--- src/rtl/fpu_ret_merge_pkg.sv ---
`default_nettype none
// ============================================================================
//  Module   : fpu_ret_pkg
//  Purpose  : Shared constants and entry typedef for the FPU retire merge
//             buffer.
//  Revision : 1.0 - initial release
// ============================================================================
package fpu_ret_pkg;

  // Retire word width produced by each FPU lane.
  localparam int RET_W         = 14;
  // Lane index width; lanes are numbered 1..6, so 0 never appears in a valid entry.
  localparam int LANE_W        = 3;
  // Number of retire lanes feeding the buffer.
  localparam int FPU_RET_LANES = 6;

  // One buffered entry: the originating lane tag on top of the retire word.
  typedef struct packed {
    logic [LANE_W-1:0] lane;
    logic [RET_W-1:0]  ret;
  } ret_entry_t;

endpackage : fpu_ret_pkg
`default_nettype wire

--- src/rtl/fpu_ret_merge_if.sv ---
`default_nettype none
// ============================================================================
//  Module   : fpu_ret_merge_if
//  Purpose  : Bundles the six retire lanes, the two-slot drain port and the
//             status outputs of the retire merge buffer.
//  Revision : 1.0 - initial release
// ============================================================================
interface fpu_ret_merge_if #(
  parameter int DEPTH = 16,
  parameter int RET_W = 14
);

  localparam int CNT_W = $clog2(DEPTH) + 1;

  // Retire lanes from the FPU cluster.
  logic [RET_W-1:0] u1_ret, u2_ret, u3_ret, u4_ret, u5_ret, u6_ret;
  logic             u1_ret_en, u2_ret_en, u3_ret_en, u4_ret_en, u5_ret_en, u6_ret_en;

  // Two-slot drain port toward the ROB write side.
  logic             out0_valid, out1_valid;
  logic [RET_W+2:0] out0_data, out1_data;
  logic             out_ready;

  // Status back toward issue.
  logic             ret_stall;
  logic             overflow;
  logic [CNT_W-1:0] count;

  // Producer/consumer side (FPU lanes plus ROB drain).
  modport master (
    output u1_ret, u2_ret, u3_ret, u4_ret, u5_ret, u6_ret,
    output u1_ret_en, u2_ret_en, u3_ret_en, u4_ret_en, u5_ret_en, u6_ret_en,
    output out_ready,
    input  out0_valid, out1_valid, out0_data, out1_data,
    input  ret_stall, overflow, count
  );

  // Buffer side.
  modport slave (
    input  u1_ret, u2_ret, u3_ret, u4_ret, u5_ret, u6_ret,
    input  u1_ret_en, u2_ret_en, u3_ret_en, u4_ret_en, u5_ret_en, u6_ret_en,
    input  out_ready,
    output out0_valid, out1_valid, out0_data, out1_data,
    output ret_stall, overflow, count
  );

endinterface : fpu_ret_merge_if
`default_nettype wire

--- src/rtl/fpu_ret_merge_compact6.sv ---
`default_nettype none
// ============================================================================
//  Module   : fpu_ret_compact6
//  Purpose  : Prefix popcount over the six lane enables. Gives each lane its
//             write offset from wr_ptr, admits lanes in ascending order up to
//             the free-space limit and flags any lane that had to be dropped.
//  Revision : 1.0 - initial release
// ============================================================================
module fpu_ret_compact6
  import fpu_ret_pkg::*;
(
  input  logic [FPU_RET_LANES-1:0]      en_i,     // bit 0 = u1
  input  logic [2:0]                    limit_i,  // lanes admissible this cycle (0..6)
  output logic [FPU_RET_LANES-1:0][2:0] off_o,    // slot offset from wr_ptr per lane
  output logic [FPU_RET_LANES-1:0]      acc_o,    // lane admitted
  output logic [2:0]                    nwr_o,    // number of admitted lanes
  output logic                          drop_o    // an enabled lane was refused
);

  logic [2:0] run;

  // Walk lanes in order; the running admitted count is each lane's offset.
  always_comb begin
    run    = 3'd0;
    off_o  = '0;
    acc_o  = '0;
    drop_o = 1'b0;
    for (int i = 0; i < FPU_RET_LANES; i++) begin
      off_o[i] = run;
      if (en_i[i]) begin
        if (run < limit_i) begin
          acc_o[i] = 1'b1;
          run      = run + 3'd1;
        end else begin
          drop_o = 1'b1;
        end
      end
    end
    nwr_o = run;
  end

endmodule : fpu_ret_compact6
`default_nettype wire

--- src/rtl/fpu_ret_merge.sv ---
`default_nettype none
// ============================================================================
//  Module   : fpu_ret_merge
//  Purpose  : Completion-merge FIFO behind the six FPU retire lanes. Packs up
//             to six tagged retire words per cycle, drains up to two per
//             cycle and raises ret_stall while a full burst might not fit.
//  Revision : 1.0 - initial release
// ============================================================================
module fpu_ret_merge
  import fpu_ret_pkg::LANE_W;
  import fpu_ret_pkg::FPU_RET_LANES;
#(
  parameter int DEPTH = 16,
  parameter int RET_W = fpu_ret_pkg::RET_W
) (
  input  logic            clk,
  input  logic            rst,
  fpu_ret_merge_if.slave  ret_if
);

  localparam int PTR_W = $clog2(DEPTH);
  localparam int CNT_W = PTR_W + 1;
  localparam int ENT_W = LANE_W + RET_W;

  logic [FPU_RET_LANES-1:0]      w_en;
  logic [RET_W-1:0]              w_ret [FPU_RET_LANES];
  logic [FPU_RET_LANES-1:0][2:0] w_off;
  logic [FPU_RET_LANES-1:0]      w_acc;
  logic [2:0]                    w_nwr;
  logic                          w_drop;
  logic [1:0]                    w_nrd;
  logic [CNT_W-1:0]              w_free;
  logic [2:0]                    w_limit;
  logic                          w_v0, w_v1;
  logic [PTR_W-1:0]              w_rd1;

  logic [ENT_W-1:0] mem_q [DEPTH];
  logic [PTR_W-1:0] wr_ptr_q, wr_ptr_d;
  logic [PTR_W-1:0] rd_ptr_q, rd_ptr_d;
  logic [CNT_W-1:0] count_q,  count_d;
  logic             overflow_q, overflow_d;

  assign w_en = {ret_if.u6_ret_en, ret_if.u5_ret_en, ret_if.u4_ret_en,
                 ret_if.u3_ret_en, ret_if.u2_ret_en, ret_if.u1_ret_en};
  assign w_ret[0] = ret_if.u1_ret;
  assign w_ret[1] = ret_if.u2_ret;
  assign w_ret[2] = ret_if.u3_ret;
  assign w_ret[3] = ret_if.u4_ret;
  assign w_ret[4] = ret_if.u5_ret;
  assign w_ret[5] = ret_if.u6_ret;

  // Slot validity comes only from the registered occupancy.
  assign w_v0  = (count_q != '0);
  assign w_v1  = (count_q >= CNT_W'(2));
  assign w_rd1 = rd_ptr_q + PTR_W'(1);

  // Entries consumed this cycle: every valid slot when the consumer is ready.
  always_comb begin
    w_nrd = 2'd0;
    if (ret_if.out_ready) begin
      w_nrd = {1'b0, w_v0} + {1'b0, w_v1};
    end
  end

  // Space freed by this cycle's reads is reusable by this cycle's writes;
  // the limit only bites when upstream ignores ret_stall.
  assign w_free  = CNT_W'(DEPTH) - count_q + CNT_W'(w_nrd);
  assign w_limit = (w_free >= CNT_W'(FPU_RET_LANES)) ? 3'(FPU_RET_LANES) : w_free[2:0];

  fpu_ret_compact6 u_compact (
    .en_i    (w_en),
    .limit_i (w_limit),
    .off_o   (w_off),
    .acc_o   (w_acc),
    .nwr_o   (w_nwr),
    .drop_o  (w_drop)
  );

  // Next pointer, occupancy and sticky overflow state.
  always_comb begin
    wr_ptr_d   = wr_ptr_q + PTR_W'(w_nwr);
    rd_ptr_d   = rd_ptr_q + PTR_W'(w_nrd);
    count_d    = count_q + CNT_W'(w_nwr) - CNT_W'(w_nrd);
    overflow_d = overflow_q | w_drop;
  end

  // Control state register; reset wins over any same-cycle traffic.
  always_ff @(posedge clk) begin
    if (rst) begin
      wr_ptr_q   <= '0;
      rd_ptr_q   <= '0;
      count_q    <= '0;
      overflow_q <= 1'b0;
    end else begin
      wr_ptr_q   <= wr_ptr_d;
      rd_ptr_q   <= rd_ptr_d;
      count_q    <= count_d;
      overflow_q <= overflow_d;
    end
  end

  // Storage write: admitted lanes land at consecutive slots, wrapping mod DEPTH.
  always_ff @(posedge clk) begin
    if (!rst) begin
      for (int i = 0; i < FPU_RET_LANES; i++) begin
        if (w_acc[i]) begin
          mem_q[wr_ptr_q + PTR_W'(w_off[i])] <= {LANE_W'(i + 1), w_ret[i]};
        end
      end
    end
  end

  assign ret_if.out0_valid = w_v0;
  assign ret_if.out1_valid = w_v1;
  assign ret_if.out0_data  = w_v0 ? mem_q[rd_ptr_q] : '0;
  assign ret_if.out1_data  = w_v1 ? mem_q[w_rd1]    : '0;
  assign ret_if.ret_stall  = (count_q > CNT_W'(DEPTH - FPU_RET_LANES));
  assign ret_if.overflow   = overflow_q;
  assign ret_if.count      = count_q;

endmodule : fpu_ret_merge
`default_nettype wire

--- src/flat_wrapper.sv ---
// flat-port wrapper written by rule: the top's interface ports become plain ports
module fpu_ret_merge_flat import fpu_ret_pkg::LANE_W; import fpu_ret_pkg::FPU_RET_LANES;
#(
  parameter int DEPTH = 16,
  parameter int RET_W = fpu_ret_pkg::RET_W
)
  (clk, rst, ret_if_u1_ret, ret_if_u2_ret, ret_if_u3_ret, ret_if_u4_ret, ret_if_u5_ret, ret_if_u6_ret, ret_if_u1_ret_en, ret_if_u2_ret_en, ret_if_u3_ret_en, ret_if_u4_ret_en, ret_if_u5_ret_en, ret_if_u6_ret_en, ret_if_out_ready, ret_if_out0_valid, ret_if_out1_valid, ret_if_out0_data, ret_if_out1_data, ret_if_ret_stall, ret_if_overflow, ret_if_count);
  fpu_ret_merge_if #(.DEPTH(DEPTH), .RET_W(RET_W)) ret_if_i ();
  input  logic clk;
  input  logic rst;
  input wire logic [$bits(ret_if_i.u1_ret)-1:0] ret_if_u1_ret;
  input wire logic [$bits(ret_if_i.u2_ret)-1:0] ret_if_u2_ret;
  input wire logic [$bits(ret_if_i.u3_ret)-1:0] ret_if_u3_ret;
  input wire logic [$bits(ret_if_i.u4_ret)-1:0] ret_if_u4_ret;
  input wire logic [$bits(ret_if_i.u5_ret)-1:0] ret_if_u5_ret;
  input wire logic [$bits(ret_if_i.u6_ret)-1:0] ret_if_u6_ret;
  input wire logic [$bits(ret_if_i.u1_ret_en)-1:0] ret_if_u1_ret_en;
  input wire logic [$bits(ret_if_i.u2_ret_en)-1:0] ret_if_u2_ret_en;
  input wire logic [$bits(ret_if_i.u3_ret_en)-1:0] ret_if_u3_ret_en;
  input wire logic [$bits(ret_if_i.u4_ret_en)-1:0] ret_if_u4_ret_en;
  input wire logic [$bits(ret_if_i.u5_ret_en)-1:0] ret_if_u5_ret_en;
  input wire logic [$bits(ret_if_i.u6_ret_en)-1:0] ret_if_u6_ret_en;
  input wire logic [$bits(ret_if_i.out_ready)-1:0] ret_if_out_ready;
  output wire logic [$bits(ret_if_i.out0_valid)-1:0] ret_if_out0_valid;
  output wire logic [$bits(ret_if_i.out1_valid)-1:0] ret_if_out1_valid;
  output wire logic [$bits(ret_if_i.out0_data)-1:0] ret_if_out0_data;
  output wire logic [$bits(ret_if_i.out1_data)-1:0] ret_if_out1_data;
  output wire logic [$bits(ret_if_i.ret_stall)-1:0] ret_if_ret_stall;
  output wire logic [$bits(ret_if_i.overflow)-1:0] ret_if_overflow;
  output wire logic [$bits(ret_if_i.count)-1:0] ret_if_count;
  assign ret_if_i.u1_ret = ret_if_u1_ret;
  assign ret_if_i.u2_ret = ret_if_u2_ret;
  assign ret_if_i.u3_ret = ret_if_u3_ret;
  assign ret_if_i.u4_ret = ret_if_u4_ret;
  assign ret_if_i.u5_ret = ret_if_u5_ret;
  assign ret_if_i.u6_ret = ret_if_u6_ret;
  assign ret_if_i.u1_ret_en = ret_if_u1_ret_en;
  assign ret_if_i.u2_ret_en = ret_if_u2_ret_en;
  assign ret_if_i.u3_ret_en = ret_if_u3_ret_en;
  assign ret_if_i.u4_ret_en = ret_if_u4_ret_en;
  assign ret_if_i.u5_ret_en = ret_if_u5_ret_en;
  assign ret_if_i.u6_ret_en = ret_if_u6_ret_en;
  assign ret_if_i.out_ready = ret_if_out_ready;
  assign ret_if_out0_valid = ret_if_i.out0_valid;
  assign ret_if_out1_valid = ret_if_i.out1_valid;
  assign ret_if_out0_data = ret_if_i.out0_data;
  assign ret_if_out1_data = ret_if_i.out1_data;
  assign ret_if_ret_stall = ret_if_i.ret_stall;
  assign ret_if_overflow = ret_if_i.overflow;
  assign ret_if_count = ret_if_i.count;
  fpu_ret_merge #(.DEPTH(DEPTH), .RET_W(RET_W)) u_core (.clk(clk), .rst(rst), .ret_if(ret_if_i));
endmodule
--- config.mk ---
export PLATFORM = sky130hd
export DESIGN_NAME = fpu_ret_merge_flat
export DESIGN_NICKNAME = d
export VERILOG_FILES = /design/src/rtl/fpu_ret_merge_pkg.sv /design/src/rtl/fpu_ret_merge_if.sv /design/src/rtl/fpu_ret_merge_compact6.sv /design/src/rtl/fpu_ret_merge.sv /design/src/flat_wrapper.sv
export SDC_FILE = /design/constraint.sdc
export NUM_CORES = 2
export LEC_CHECK = 0
export CAP_MARGIN = 40
export CORE_ASPECT_RATIO = 1.75
export CORE_UTILIZATION = 55
export DETAILED_ROUTE_END_ITERATION = 8
export PLACE_DENSITY = 0.86
export SYNTH_ARGS = -nofsm -noshare
export SYNTH_HDL_FRONTEND = slang
export SYNTH_SLANG_ARGS = --single-unit
--- constraint.sdc ---
create_clock -name clk -period 27.7 [get_ports clk]
set_clock_uncertainty 0.2 [all_clocks]
set_input_delay 5.54 -clock clk [delete_from_list [all_inputs] [get_ports clk]]
set_output_delay 5.54 -clock clk [all_outputs]
set_load 0.02 [all_outputs]
==> metrics list <==
* Total number of H-tree levels: 1
- The detail route stage leaves a number of antenna-violating nets equal to 0.
- Cell-internal power: 0.00207 W
* Maximum ir drop on the vdd rail: 95.6 µV
- Clock tree synthesis inserted a total of 29 buffers.
- Of the post-synthesis cell area, the dominant cell type holds 0.398.
* Critical Path Sink Type: flop
- Die area: 56100 µm²
- From bottom edge to top edge, the die measures 312 µm.
- Port Buf Inserts: 135
- Of all nets on the critical path, the largest fanout is 17.
* Highest attainable clock frequency: 0.0628 GHz
* Sum of net half-perimeters after detailed placement: 97700 µm
* Total number of vias: 27.5k
- Share of post-route cells with drive strength above 1: 0.523
- The critical path is of the in -> reg type.
- Pre-CTS WS: 11.38 ns
- Tracing the worst setup path back leads to its startpoint at ret_if_out_ready.
* Flops & latches, synth: 286
- Core footprint: 54300 µm²
* Post-cts gate resize count: 0
- The number of nets handed over by synthesis was 2816.
- Ports: 136
- Entering global routing, the biggest net connects 62 pins.
- Global-route wire length before repair: 208000 µm
* GRT Overall Usage: 0.526
- CTS root buf: clkbuf_16
* Synthesized-area fraction occupied by ao, oa, aoi and oai cells: 0.0676
- Setup repair after global routing left no endpoint under its margin.
- Period Utilization, post-route: 0.575
* Xor and xnor fraction of the mapped netlist area: 0.00954
- The number of antenna violations at the first check in global routing came to 17.
- Violations in the final reports: design-rule violations
- For this run, the register share of the synthesized area comes to 0.263.
- Max-cap check violation count: 0
- Once placement completed, the tool counted placed cells totaling 3377.
* PnR Total Power: 0.00415 W
* Number of DRC markers after the initial detailed-route iteration: 4091
* Fraction of the core area covered by cells at the end of the flow: 0.628
* Biggest area contributors in the synthesized netlist: mux2_2 40%, edfxtp_1 22%, mux4_2 7.6%
- Filler Cells Inserted: 4313
* Setup TNS: 0 ns
* Row Count: 113
- The number of global-route vias before repair was 27.2k.
- Count of synthesis-stage warnings from yosys: 0
- Sort of element at the start of the critical path: input port
- Routability congestion estimate from global placement: 1.12
- Setup Viol. Count Final: 0
* Leading cell types in the layout, fill and taps excluded: 1071 x mux2_2, 224 x edfxtp_1, 135 x clkdlybuf4s50_1
* Post-Syn Area: 30300 µm²
- Run status: finished, violations left
- Headroom to the max-slew limit came out at 0.293.
- Cell type contributing the most total cell area after synthesis: mux2_2
- Power share of the sequential group: 0.195
- Number of enable-type register cells in the synthesized netlist: 224
- TritonCTS clock tree: done
- Nets: 2862
- Chip width: 179 µm
- Area growth syn-to-layout: 12.5%
- For this design the static power due to leakage is 12.2 nW.
- WL per Instance: 42.6 µm
* Final max-slew violation count: 0
* Worst hold path startpoint: u_core.mem_q[8][16]$_SDFFE_PP1P_
- Sw frac: 0.502
- Startpoint of the lowest-slack register-to-register path: u_core.ret_if.count[2]$_SDFF_PP0_
- Classification of the worst-slack hold path: reg -> reg
* Combinational share of power: 0.702
- The library cell used most frequently in the layout, excluding fill and tap cells, is mux2_2.
* Skew-Pair Late Insertion Delay: 0.61 ns
- The final layout contains routed wiring with a total length of 147000 µm.
- The smallest clock period supported by the final layout is computed as 15.92 ns.
- The hold violation total from the final report was 0.
* Buffers inserted during post-CTS setup optimization: 0
* Remaining global-route overflow: 0
- Area share of fa/ha/maj cells after synthesis: 0.0208
- For this run, the number of standard cells in the final layout without fillers is 3444.
* Cell with the biggest individual delay on the critical path: a221oi_1
- After detailed routing, the number of remaining DRC violations is 24.
* Top_reg_cell synth: edfxtp_1
* Clock sink count: 286
- For this run, the slowest stage of the critical path takes 0.61 ns.
* Setup WS post-layout: 11.78 ns
* Combinational family with the most area after synthesis: multiplexers
- STA puts the critical path data arrival time at 16.21 ns.
- Counting along the longest clock path gives a buffer depth of 3.
* Mean area per synthesized cell: 11.3 µm²
* Clk pwr share: 0.102
- In this run the power density over the cells is 122 nW/µm².
- Effective utilization at floorplan: 0.558
* Via density per instance: 7.98
- For the worst setup path, the data required time is 27.99 ns.
- Counting flops with an async set or reset pin after synthesis yields a share of 0.
- Most numerous cell on the critical path: ha_1
- Multiplexer share of the synthesized area: 0.526
* Synth Area in Simple Gates: 0.0705
* Gate count of the mapped netlist: 2678
* Number of buffers added to fix hold violations after cts: 0
- Clk pin slew, worst setup/hold paths: 0.06 ns
- The analysis attributes to net switching a power of 0.00208 W.
- Measured slew at the worst slew-check pin: 1.06 ns
- In this run, distinct cell masters in the synthesized netlist total 67.
- The first detailed-routing pass ran for 9 iterations.
## metrics by stage
stage | cell area, µm² | hold slack, ns
final | 34100 | 0.308
after CTS | 34000 | 0.303
after floorplan | 30300 | 0.251
after global placement | 32100 | 0.266
after global routing | 34100 | 0.328
after detailed placement | 33000 | 0.286
## state kept, by name, summed over array words and instances (netlist names)
name                    cells
u_core.mem_q              272
u_core.ret_if.count         5
u_core.rd_ptr_q             4
u_core.wr_ptr_q             4
u_core.ret_if.overflow      1
## layout make-up
cell class	instances	area, µm²	share of cell area
multi-input cells	2089	21100	0.620
flip-flops and latches	286	7970	0.234
repair buffers	278	2970	0.0873
well taps	690	863	0.0253
clock buffers	35	768	0.0225
clock inverters	18	204	0.00599
inverters	40	153	0.00448
diodes	8	20.0	0.000588
## power by group through the flow
| stage | combinational, W | sequential [W] | clock [W] |
|---|---|---|---|
| after floorplan | 0.00167 | 0.000758 | 0 |
| after global placement | 0.00252 | 0.000803 | 0 |
| after detailed placement | 0.00266 | 0.000805 | 0 |
| after CTS | 0.00267 | 0.000797 | 0.000421 |
| after global routing | 0.00298 | 0.000813 | 0.000435 |
| final | 0.00292 | 0.000811 | 0.000424 |
## worst max-delay path, delay by kind of cell
kind / cells / cell delay, ns
muxes: 3 / 1.20
buffers and inverters: 4 / 0.84
xor gates and xnor gates: 1 / 0.13
and+or+nand+nor: 8 / 0.95
AOI/OAI and AO/OA: 16 / 4.82
adders and majority gates: 7 / 2.72
## metal layers
layer	GRT usage	routed length [µm]
met4	0.560	19900
met1	0.518	43000
met5	0.0264	199
met3	0.234	19400
met2	0.797	64100
## cell families (layout without fill, tap and decap cells)
| group | after synthesis | count (layout) |
|---|---|---|
| mux | 1314 | 1314 |
| simple gates | 413 | 413 |
| buf+inv | 303 | 371 |
| flops | 286 | 286 |
| compound gates | 284 | 284 |
| fa+ha+maj | 45 | 45 |
| xor+xnor | 33 | 33 |
| other cells | 0 | 8 |
## cells in the mapped netlist, types with 6 or more instances
master	n
mux2_1	24
mux2_2	1071
and2_1	6
ha_1	36
nand3_1	52
o22ai_1	21
a21o_1	11
mux2i_1	89
a221oi_1	21
mux4_2	102
nand4_4	6
nand4_1	29
nand2_1	109
a21oi_1	34
nand2b_1	11
o21a_1	8
inv_1	38
buf_1	25
clkbuf_1	185
xnor2_1	17
nor2_1	113
and3_1	8
nor3_1	9
nor3b_1	13
a211oi_1	46
fa_1	9
buf_4	10
or3_1	7
o21ai_0	63
xor2_1	16
mux2_4	28
nor2b_1	31
o211ai_2	16
o221ai_1	18
buf_6	7
buf_2	35
a21boi_0	13
dfxtp_1	62
edfxtp_1	224
## final timing paths
kind | end | depth (start not counted) | slack (ns)
worst max-delay path | u_core.ret_if.count[4]$_SDFF_PP0_ | 39 | 11.78
worst min-delay path | u_core.mem_q[8][16]$_SDFFE_PP1P_ | 2 | 0.31
worst max register to register | u_core.ret_if.count[4]$_SDFF_PP0_ | 45 | 15.06
worst min register to register | u_core.mem_q[8][16]$_SDFFE_PP1P_ | 2 | 0.31
Power figures use the tool's default switching activity.
